## config.mk

```make
export PLATFORM = sky130hd
export DESIGN_NAME = regfile_writeback_queue_flat
export DESIGN_NICKNAME = d
export VERILOG_FILES = /design/src/rtl/regfile_writeback_queue_if.sv /design/src/rtl/regfile_writeback_queue.sv /design/src/flat_wrapper.sv
export SDC_FILE = /design/constraint.sdc
export NUM_CORES = 1
export LEC_CHECK = 0
export ABC_AREA = 1
export CAP_MARGIN = 20
export CORE_UTILIZATION = 30
export DETAILED_ROUTE_END_ITERATION = 8
export MAX_ROUTING_LAYER = met4
export PLACE_DENSITY = 0.49
export SYNTH_ARGS = -nofsm -noshare
export SYNTH_HDL_FRONTEND = slang
export SYNTH_SLANG_ARGS = --single-unit
```

## constraint.sdc

```tcl
create_clock -name clk -period 5.3 [get_ports clk]
set_input_delay 0.795 -clock clk [delete_from_list [all_inputs] [get_ports clk]]
set_output_delay 0.795 -clock clk [all_outputs]
set_load 0.05 [all_outputs]
```

## src/rtl/regfile_writeback_queue_if.sv

```systemverilog
// regfile_writeback_queue_if
//   Bundles the writeback queue's source handshakes, register file write
//   port, operand-read scoreboard queries and occupancy into one interface.
//   master : producer/consumer side (load unit, ALU, register file, read stage)
//   slave  : the queue itself
// Parameters: DEPTH (queue entries), ADDR_W (register address width),
//             DATA_W (register data width).
interface regfile_writeback_queue_if #(
  parameter int DEPTH  = 4,
  parameter int ADDR_W = 5,
  parameter int DATA_W = 32
);
  localparam int CNT_W = $clog2(DEPTH + 1);

  // load source
  logic              ld_valid;
  logic [ADDR_W-1:0] ld_addr;
  logic [DATA_W-1:0] ld_data;
  logic              ld_ready;
  // ALU source
  logic              alu_valid;
  logic [ADDR_W-1:0] alu_addr;
  logic [DATA_W-1:0] alu_data;
  logic              alu_ready;
  // register file write port
  logic              rf_hold;
  logic              rf_write_en;
  logic [ADDR_W-1:0] rf_write_addr;
  logic [DATA_W-1:0] rf_write_data;
  // pending-write scoreboard
  logic [ADDR_W-1:0] query_addr_a;
  logic [ADDR_W-1:0] query_addr_b;
  logic              pend_hit_a;
  logic              pend_hit_b;
  logic [DATA_W-1:0] fwd_data_a;
  logic [DATA_W-1:0] fwd_data_b;
  // occupancy
  logic [CNT_W-1:0]  wb_count;

  modport master (
    output ld_valid, ld_addr, ld_data,
    input  ld_ready,
    output alu_valid, alu_addr, alu_data,
    input  alu_ready,
    output rf_hold,
    input  rf_write_en, rf_write_addr, rf_write_data,
    output query_addr_a, query_addr_b,
    input  pend_hit_a, pend_hit_b, fwd_data_a, fwd_data_b,
    input  wb_count
  );

  modport slave (
    input  ld_valid, ld_addr, ld_data,
    output ld_ready,
    input  alu_valid, alu_addr, alu_data,
    output alu_ready,
    input  rf_hold,
    output rf_write_en, rf_write_addr, rf_write_data,
    input  query_addr_a, query_addr_b,
    output pend_hit_a, pend_hit_b, fwd_data_a, fwd_data_b,
    output wb_count
  );
endinterface

```

## src/rtl/regfile_writeback_queue.sv

```systemverilog
// regfile_writeback_queue
//   In-order writeback queue in front of the register file's single write
//   port. Accepts up to two results per cycle (load first, then ALU), drains
//   one entry per cycle unless rf_hold is high, and reports pending writes
//   to the operand-read stage.
// Ports:
//   clk      : rising-edge clock
//   reset_n  : asynchronous active-low reset
//   wb       : regfile_writeback_queue_if.slave (sources, write port,
//              scoreboard queries, occupancy)
// Configuration macro:
//   WB_FORWARD_EN : when defined, fwd_data_a/b carry the youngest matching
//                   queued data; otherwise they are tied to zero.
module regfile_writeback_queue #(
  parameter int DEPTH  = 4,
  parameter int ADDR_W = 5,
  parameter int DATA_W = 32
) (
  input  logic                   clk,
  input  logic                   reset_n,
  regfile_writeback_queue_if.slave wb
);
  localparam int PTR_W = $clog2(DEPTH);
  localparam int CNT_W = $clog2(DEPTH + 1);
  localparam logic [CNT_W-1:0] DEPTH_C = CNT_W'(DEPTH);

  typedef struct packed {
    logic [ADDR_W-1:0] addr;
    logic [DATA_W-1:0] data;
  } entry_t;

  entry_t           mem_q [DEPTH];
  logic [PTR_W-1:0] head_q, head_d;
  logic [PTR_W-1:0] tail_q, tail_d;
  logic [PTR_W-1:0] alu_slot;
  logic [CNT_W-1:0] count_q, count_d;
  logic [CNT_W-1:0] free;
  logic             ld_rdy, alu_rdy;
  logic             ld_store, alu_store, drain;
  logic             hit_a, hit_b;
  logic [DATA_W-1:0] fwd_a, fwd_b;
  logic [PTR_W-1:0] idx;

  // Readiness looks only at registered occupancy; a same-cycle drain
  // never frees a slot early.
  always_comb begin
    free    = DEPTH_C - count_q;
    ld_rdy  = (free != '0);
    alu_rdy = (free >= CNT_W'(2)) || ((free != '0) && !wb.ld_valid);
  end

  // Writes to x0 complete the handshake but are dropped.
  always_comb begin
    ld_store  = wb.ld_valid  && ld_rdy  && (wb.ld_addr  != '0);
    alu_store = wb.alu_valid && alu_rdy && (wb.alu_addr != '0);
    drain     = (count_q != '0) && !wb.rf_hold;
    alu_slot  = tail_q + PTR_W'(ld_store);
    tail_d    = tail_q + PTR_W'(ld_store) + PTR_W'(alu_store);
    head_d    = head_q + PTR_W'(drain);
    count_d   = count_q + CNT_W'(ld_store) + CNT_W'(alu_store) - CNT_W'(drain);
  end

  always_ff @(posedge clk or negedge reset_n) begin
    if (!reset_n) begin
      head_q  <= '0;
      tail_q  <= '0;
      count_q <= '0;
    end else begin
      head_q  <= head_d;
      tail_q  <= tail_d;
      count_q <= count_d;
    end
  end

  // Storage is not reset: occupancy alone decides which entries are live.
  always_ff @(posedge clk) begin
    if (ld_store)  mem_q[tail_q]   <= '{addr: wb.ld_addr,  data: wb.ld_data};
    if (alu_store) mem_q[alu_slot] <= '{addr: wb.alu_addr, data: wb.alu_data};
  end

  // Walk oldest to youngest so the last match is the youngest entry.
  always_comb begin
    hit_a = 1'b0;
    hit_b = 1'b0;
    fwd_a = '0;
    fwd_b = '0;
    idx   = '0;
    for (int unsigned k = 0; k < DEPTH; k++) begin
      idx = head_q + PTR_W'(k);
      if (k < 32'(count_q)) begin
        if ((wb.query_addr_a != '0) && (mem_q[idx].addr == wb.query_addr_a)) begin
          hit_a = 1'b1;
`ifdef WB_FORWARD_EN
          fwd_a = mem_q[idx].data;
`endif
        end
        if ((wb.query_addr_b != '0) && (mem_q[idx].addr == wb.query_addr_b)) begin
          hit_b = 1'b1;
`ifdef WB_FORWARD_EN
          fwd_b = mem_q[idx].data;
`endif
        end
      end
    end
  end

  assign wb.ld_ready      = ld_rdy;
  assign wb.alu_ready     = alu_rdy;
  assign wb.rf_write_en   = drain;
  // Head fields are masked when empty so the write port reads zero after reset.
  assign wb.rf_write_addr = (count_q != '0) ? mem_q[head_q].addr : '0;
  assign wb.rf_write_data = (count_q != '0) ? mem_q[head_q].data : '0;
  assign wb.pend_hit_a    = hit_a;
  assign wb.pend_hit_b    = hit_b;
  assign wb.fwd_data_a    = fwd_a;
  assign wb.fwd_data_b    = fwd_b;
  assign wb.wb_count      = count_q;
endmodule

```

## src/flat_wrapper.sv

```systemverilog
// flat-port wrapper written by rule: the top's interface ports become plain ports
module regfile_writeback_queue_flat 
#(
  parameter int DEPTH  = 4,
  parameter int ADDR_W = 5,
  parameter int DATA_W = 32
)
  (clk, reset_n, wb_ld_valid, wb_ld_addr, wb_ld_data, wb_ld_ready, wb_alu_valid, wb_alu_addr, wb_alu_data, wb_alu_ready, wb_rf_hold, wb_rf_write_en, wb_rf_write_addr, wb_rf_write_data, wb_query_addr_a, wb_query_addr_b, wb_pend_hit_a, wb_pend_hit_b, wb_fwd_data_a, wb_fwd_data_b, wb_wb_count);
  regfile_writeback_queue_if #(.DEPTH(DEPTH), .ADDR_W(ADDR_W), .DATA_W(DATA_W)) wb_i ();
  input  logic clk;
  input  logic reset_n;
  input wire logic [$bits(wb_i.ld_valid)-1:0] wb_ld_valid;
  input wire logic [$bits(wb_i.ld_addr)-1:0] wb_ld_addr;
  input wire logic [$bits(wb_i.ld_data)-1:0] wb_ld_data;
  output wire logic [$bits(wb_i.ld_ready)-1:0] wb_ld_ready;
  input wire logic [$bits(wb_i.alu_valid)-1:0] wb_alu_valid;
  input wire logic [$bits(wb_i.alu_addr)-1:0] wb_alu_addr;
  input wire logic [$bits(wb_i.alu_data)-1:0] wb_alu_data;
  output wire logic [$bits(wb_i.alu_ready)-1:0] wb_alu_ready;
  input wire logic [$bits(wb_i.rf_hold)-1:0] wb_rf_hold;
  output wire logic [$bits(wb_i.rf_write_en)-1:0] wb_rf_write_en;
  output wire logic [$bits(wb_i.rf_write_addr)-1:0] wb_rf_write_addr;
  output wire logic [$bits(wb_i.rf_write_data)-1:0] wb_rf_write_data;
  input wire logic [$bits(wb_i.query_addr_a)-1:0] wb_query_addr_a;
  input wire logic [$bits(wb_i.query_addr_b)-1:0] wb_query_addr_b;
  output wire logic [$bits(wb_i.pend_hit_a)-1:0] wb_pend_hit_a;
  output wire logic [$bits(wb_i.pend_hit_b)-1:0] wb_pend_hit_b;
  output wire logic [$bits(wb_i.fwd_data_a)-1:0] wb_fwd_data_a;
  output wire logic [$bits(wb_i.fwd_data_b)-1:0] wb_fwd_data_b;
  output wire logic [$bits(wb_i.wb_count)-1:0] wb_wb_count;
  assign wb_i.ld_valid = wb_ld_valid;
  assign wb_i.ld_addr = wb_ld_addr;
  assign wb_i.ld_data = wb_ld_data;
  assign wb_ld_ready = wb_i.ld_ready;
  assign wb_i.alu_valid = wb_alu_valid;
  assign wb_i.alu_addr = wb_alu_addr;
  assign wb_i.alu_data = wb_alu_data;
  assign wb_alu_ready = wb_i.alu_ready;
  assign wb_i.rf_hold = wb_rf_hold;
  assign wb_rf_write_en = wb_i.rf_write_en;
  assign wb_rf_write_addr = wb_i.rf_write_addr;
  assign wb_rf_write_data = wb_i.rf_write_data;
  assign wb_i.query_addr_a = wb_query_addr_a;
  assign wb_i.query_addr_b = wb_query_addr_b;
  assign wb_pend_hit_a = wb_i.pend_hit_a;
  assign wb_pend_hit_b = wb_i.pend_hit_b;
  assign wb_fwd_data_a = wb_i.fwd_data_a;
  assign wb_fwd_data_b = wb_i.fwd_data_b;
  assign wb_wb_count = wb_i.wb_count;
  regfile_writeback_queue #(.DEPTH(DEPTH), .ADDR_W(ADDR_W), .DATA_W(DATA_W)) u_core (.clk(clk), .reset_n(reset_n), .wb(wb_i));
endmodule
```

# Yosys cells after proc, flatten, opt, wreduce, memory -nomap -nowiden
# Memory sizes are Yosys's and may differ from the RTL's.
# Index checks and enable logic that the tools add are counted.
# word_totals
input_bits	89
ramBits	148
n_memories	1
ff_bits	7
# memory_table
memory	words	word_bits	rd	rd_clocked_by_memory_dff	write_ports	line	source
u_core.mem_q	4	37	4	0	2	regfile_writeback_queue.sv:32	entry_t mem_q [DEPTH];
# op_classes
mux	22
n_eq_ne	8
add_sub_neg	10
reduce_logical	23
n_lt_le_gt_ge	5
# op_table
cell	n
$eq A5 B5 Y1	8
$mux W32	1
$mux W1	20
$reduce_bool A5 Y1	4
$logic_and A1 B1 Y1	14
$add A2 B1 Y2	3
$add A3 B1 Y3	2
$lt A1 B3 Y1 const A	2
$lt A2 B3 Y1 const A	2
$reduce_bool A3 Y1	2
$mux W5	1
$add A2 B2 Y2 const B	2
$ge A3 B2 Y1 const B	1
$sub A3 B1 Y3	1
$sub A3 B3 Y3 const A	1
$add A2 B1 Y2 const B	1
$logic_not A1 Y1	2
$logic_or A1 B1 Y1	1

# Logic depth before layout (Yosys ltp)
# An unclocked memory read counts as a cell.
# depth
depth_word	11
mapped_depth	14
depth_no_buf	12

# Worst setup path after synthesis
# Ideal clock, no wire load.
# synth_timing
kind	register -> register
startpoint	register u_core.count_q[0] (netlist: u_core.wb.wb_count[0])
endpoint	memory u_core.mem_q[2][0] (netlist name) (enable)
path_stages_with_launch	8
t_required_ps	4817
path_buffers	0
slack_ps	115
period_less_slack_ps	5185
arrival_time_ps	4702
cell_sequence	dfrtp_1 > inv_1 > ha_1 > ha_1 > inv_1 > nand3_1 > or2_2 > o21ai_0
# synth_rtl
item	line	source
start: declaration	regfile_writeback_queue.sv:36	logic [CNT_W-1:0] count_q, count_d;
start signal: assignment	regfile_writeback_queue.sv:71	count_q <= count_d;
end: declaration	regfile_writeback_queue.sv:32	

# Final worst setup path
# layout_timing
startpoint	register u_core.head_q[1]
endpoint	output port wb_pend_hit_a
# layout_between
elab_chain_cells	11
elab_cells_between_ends	20
cone_classes	add/sub: 3; eq/ne: 4; mux: 8; reduce/logical: 4; memory: 1
# layout_lines
item	line	source
start: declaration	regfile_writeback_queue.sv:33	logic [PTR_W-1:0] head_q, head_d;
start signal: assignment	regfile_writeback_queue.sv:65	head_q <= '0;
start signal: assignment	regfile_writeback_queue.sv:69	head_q <= head_d;
$mem_v2 Z4 W37 (*)	-	
$eq A5 B5 Y1	regfile_writeback_queue.sv:91	if ((wb.query_addr_a != '0) && (mem_q[idx].addr == wb.query_addr_a)) begin
$logic_and A1 B1 Y1	regfile_writeback_queue.sv:91	
$mux W1	regfile_writeback_queue.sv:91	
$mux W1	regfile_writeback_queue.sv:90	if (k < 32'(count_q)) begin
$mux W1	regfile_writeback_queue.sv:91	
$mux W1	regfile_writeback_queue.sv:90	
$mux W1	regfile_writeback_queue.sv:91	
$mux W1	regfile_writeback_queue.sv:90	
$mux W1	regfile_writeback_queue.sv:91	
$mux W1 (*)	regfile_writeback_queue.sv:90	
end: declaration	flat_wrapper.sv:26	output wire logic [$bits(wb_i.pend_hit_a)-1:0] wb_pend_hit_a;
# Mark *: on every way between the ends. The rest lies on a longest branch, timed or not.

==> metrics <==
sequential cell area fraction in the yosys report=0.4853; Inserted Clock Buffers=17; clock transition at the register clock pins on the worst setup and hold paths after CTS=0.06 ns; cell-by-cell listing of the critical path=inv_1, nand2_1, nand2_2, nand2_1, nand3_1, nand2_1, nor2_1, nand3_1, nand2_1, inv_1, a21oi_2, clkdlybuf4s50_1; post-DP HPWL=18.63 mm; Placed Instance Area=0.01095 mm2; post-CTS sizing=0; final setup violating endpoints=0; Routed WL per cell=17.00 um; Power Density=757.1 mW/mm2; result of the run=finished clean; buffers from clock root to sink, at most=2; total negative slack=0 ns; Crit Reg-Reg Startpoint=u_core.wb.wb_count[0]$_DFF_PN0_; height of the die=180.1 um; data arrival time of the critical path=3.56 ns; Net count, final=1348; commonest cells after routing, fill and taps aside=nand2_1, o21ai_0, edfxtp_1, nand3_1, clkdlybuf4s50_1; main area contributors after synthesis=edfxtp_1, nand2_1, o21ai_0; total net switching power=4.419 mW; number of buffers inserted by port buffering=133; placer congestion estimate=0.9503; Post-Syn Area per Cell=8.298 um2; most repeated library cell on the critical path=nand2_1; maximum cell stage delay along the critical path=0.81 ns; setup repair after global routing missed its margin=false; Post-Layout Inst Area=0.01153 mm2; number of max-slew violations in the final report=0; clock power share=0.139; layout overhead on the synthesized area=21.16%; Crit. End Element=primary output; Worst Slack Setup Final=0.9430 ns; number of enable flip-flop cells after synthesis=148; netlist area before placement=0.009518 mm2; crit start category=flip-flop; setup skew after layout=0.009420 ns; highest achievable clock rate=229.5 MHz; aggregate global routing overflow=0; top fanout value on the critical path=20; final antenna-violating net count=0; total number of vias=7950; layout cells sized above 1=0.06672; top-level I/O count=198; Register-to-Register Setup Slack=1.99 ns; maximum number of pins on one net before global-route repair=75; count of unique library cells instantiated by Yosys=29; global-route wire length before repair=43.03 mm; core utilization of the finished layout=0.3731; Max IR drop VDD=0.4140 mV; clock period minus final worst setup slack=4.357 ns; vias in the first global route=7670; share of total power consumed by net switching=0.5062; Internal=4.311 mW; total of fill cells in the finished design=3205; number of antenna cells inserted=0; H-tree Lvls=4; die area=0.03244 mm2; fraction of power consumed by sequential logic=0.271; Leak Pwr=4.865 nW; via density per instance=4.804; die width=180.1 um; First DRT Iteration DRCs=531; max-slew headroom at the worst pin=0.3968; initial standard-cell utilization of the core=0.3079; post-CTS setup repair buffer count=0; most frequent standard cell in the layout excluding fill and tap cells=nand2_1; share of flip-flops with an asynchronous set or reset after synthesis=0.04516; total chip power=8.731 mW; Combinational Power Share=0.590; Worst Reg-to-Reg Cells=12; yosys synthesis warning count=0; slowest stage cell on the critical path=clkdlybuf4s50_1; clock tree root driver cell=clkbuf_16; Total GRT Usage=0.1788; area share of the largest cell type after synthesis=0.4669; TritonCTS clock tree=done; number of design rule violations left after detail routing=0; critical path class=flip-flop to primary output; critical path data required time=4.51 ns; Std-Cell Core Area=0.03091 mm2; Post-CTS Hold Buffers=0; number of detailed-routing iterations run before antenna repair=5; clock latency reported for the late side of the worst-skew pair=0.42 ns; Yosys top cell by area=edfxtp_1; Detailed Route WL=28.13 mm; number of cell rows=64; initial antenna violation count=0; critical register-to-register path endpoint=u_core.mem_q[2][35]$_DFFE_PP_; Primary FF master, synth=edfxtp_1; path class of the lowest-slack min-delay path=input pin to async pin; Syn Inst Count=1147; final hold violation count=0; Worst-Margin Slew=0.9048 ns; clock sink count=155; final period utilization=0.8221; pre-CTS setup slack=1.367 ns; max-cap viol count=0; post-synthesis sequential element count=155
## final cells by class
| type | instances | area [um2] | share of cell area |
|---|---|---|---|
| clock buffer | 18 | 429.2 | 0.03721 |
| clock inverter | 13 | 151.4 | 0.01313 |
| inverter | 85 | 319.1 | 0.02767 |
| multi-input combinational | 840 | 4056 | 0.3517 |
| sequential | 155 | 4622 | 0.4008 |
| tap | 396 | 495.5 | 0.04296 |
| timing repair buffer | 148 | 1459 | 0.1265 |
## layer usage
metal  vias to the layer above  part of all wire  wire [um]  GRT usage
met1                      3714              0.45      12680     0.2222
li1                       3986                 -          -          -
met5                         -                 0          0          -
met2                       214              0.49      13900     0.3009
met3                        36             0.033        934    0.02324
met4                         0             0.022        615    0.05778
## worst max-delay path, delay by kind of cell, from the launching register on
family,cells,cell delay (ns)
flip-flops,1,0.56
buffers and inverters,3,1.30
AO/OA/AOI/OAI,1,0.12
AND/OR/NAND/NOR,8,1.16
## registers in the layout, indices dropped and copies added, names as in the netlist
name                cells
u_core.tail_q           2
u_core.wb.wb_count      3
u_core.mem_q          148
u_core.head_q           2
## cell usage after synthesis (3+ instances only)
library cell,number
a21oi_1,5
a22oi_1,32
a31oi_1,32
buf_2,27
buf_4,67
buf_6,4
clkbuf_1,29
dfrtp_1,7
edfxtp_1,148
ha_1,10
inv_1,83
nand2_1,335
nand2_2,10
nand3_1,135
nand3_2,11
nor2_1,34
nor3_1,4
o21ai_0,154
xnor2_1,3
xor2_1,3
## how the worst max path moves through the flow
stage | start | end | slack [ns] | cells after the start
CTS | u_core.head_q[1]$_DFF_PN0_ | wb_pend_hit_a | 0.90 | 12
global placement | u_core.head_q[1]$_DFF_PN0_ | wb_pend_hit_a | 1.34 | 12
floorplan | u_core.wb.wb_count[0]$_DFF_PN0_ | u_core.mem_q[2][0]$_DFFE_PP_ | 0.12 | 7
detailed placement | u_core.head_q[1]$_DFF_PN0_ | wb_pend_hit_a | 1.37 | 12
finish | u_core.head_q[1]$_DFF_PN0_ | wb_pend_hit_a | 0.94 | 12
global route | u_core.head_q[0]$_DFF_PN0_ | wb_pend_hit_b | 0.70 | 12
## metrics by stage
step           hold WS [ns]  instances
4_1_cts              0.7197       1655
5_1_grt              0.7302       1655
6_report             0.6987       1655
3_5_place_dp         0.7394       1624
3_3_place_gp         0.7411       1623
2_1_floorplan        0.4994       1210
## logic make-up after synthesis
family | synth area share
xor+xnor | 0.005522
other cells | 0.0003940
flops | 0.4853
compound gates | 0.1341
buf+inv | 0.1199
fa+ha+maj | 0.01735
simple gates | 0.2374
## power groups by stage
| stage | combinational [mW] | sequential, mW | clock, mW |
|---|---|---|---|
| CTS | 5.21 | 2.37 | 1.24 |
| finish | 5.15 | 2.37 | 1.21 |
| detailed placement | 5.19 | 2.39 | 0 |
| global placement | 5.17 | 2.39 | 0 |
| floorplan | 3.57 | 2.39 | 0 |
| global route | 5.61 | 2.42 | 1.28 |
No activity file was read; power rests on OpenSTA's default activity.
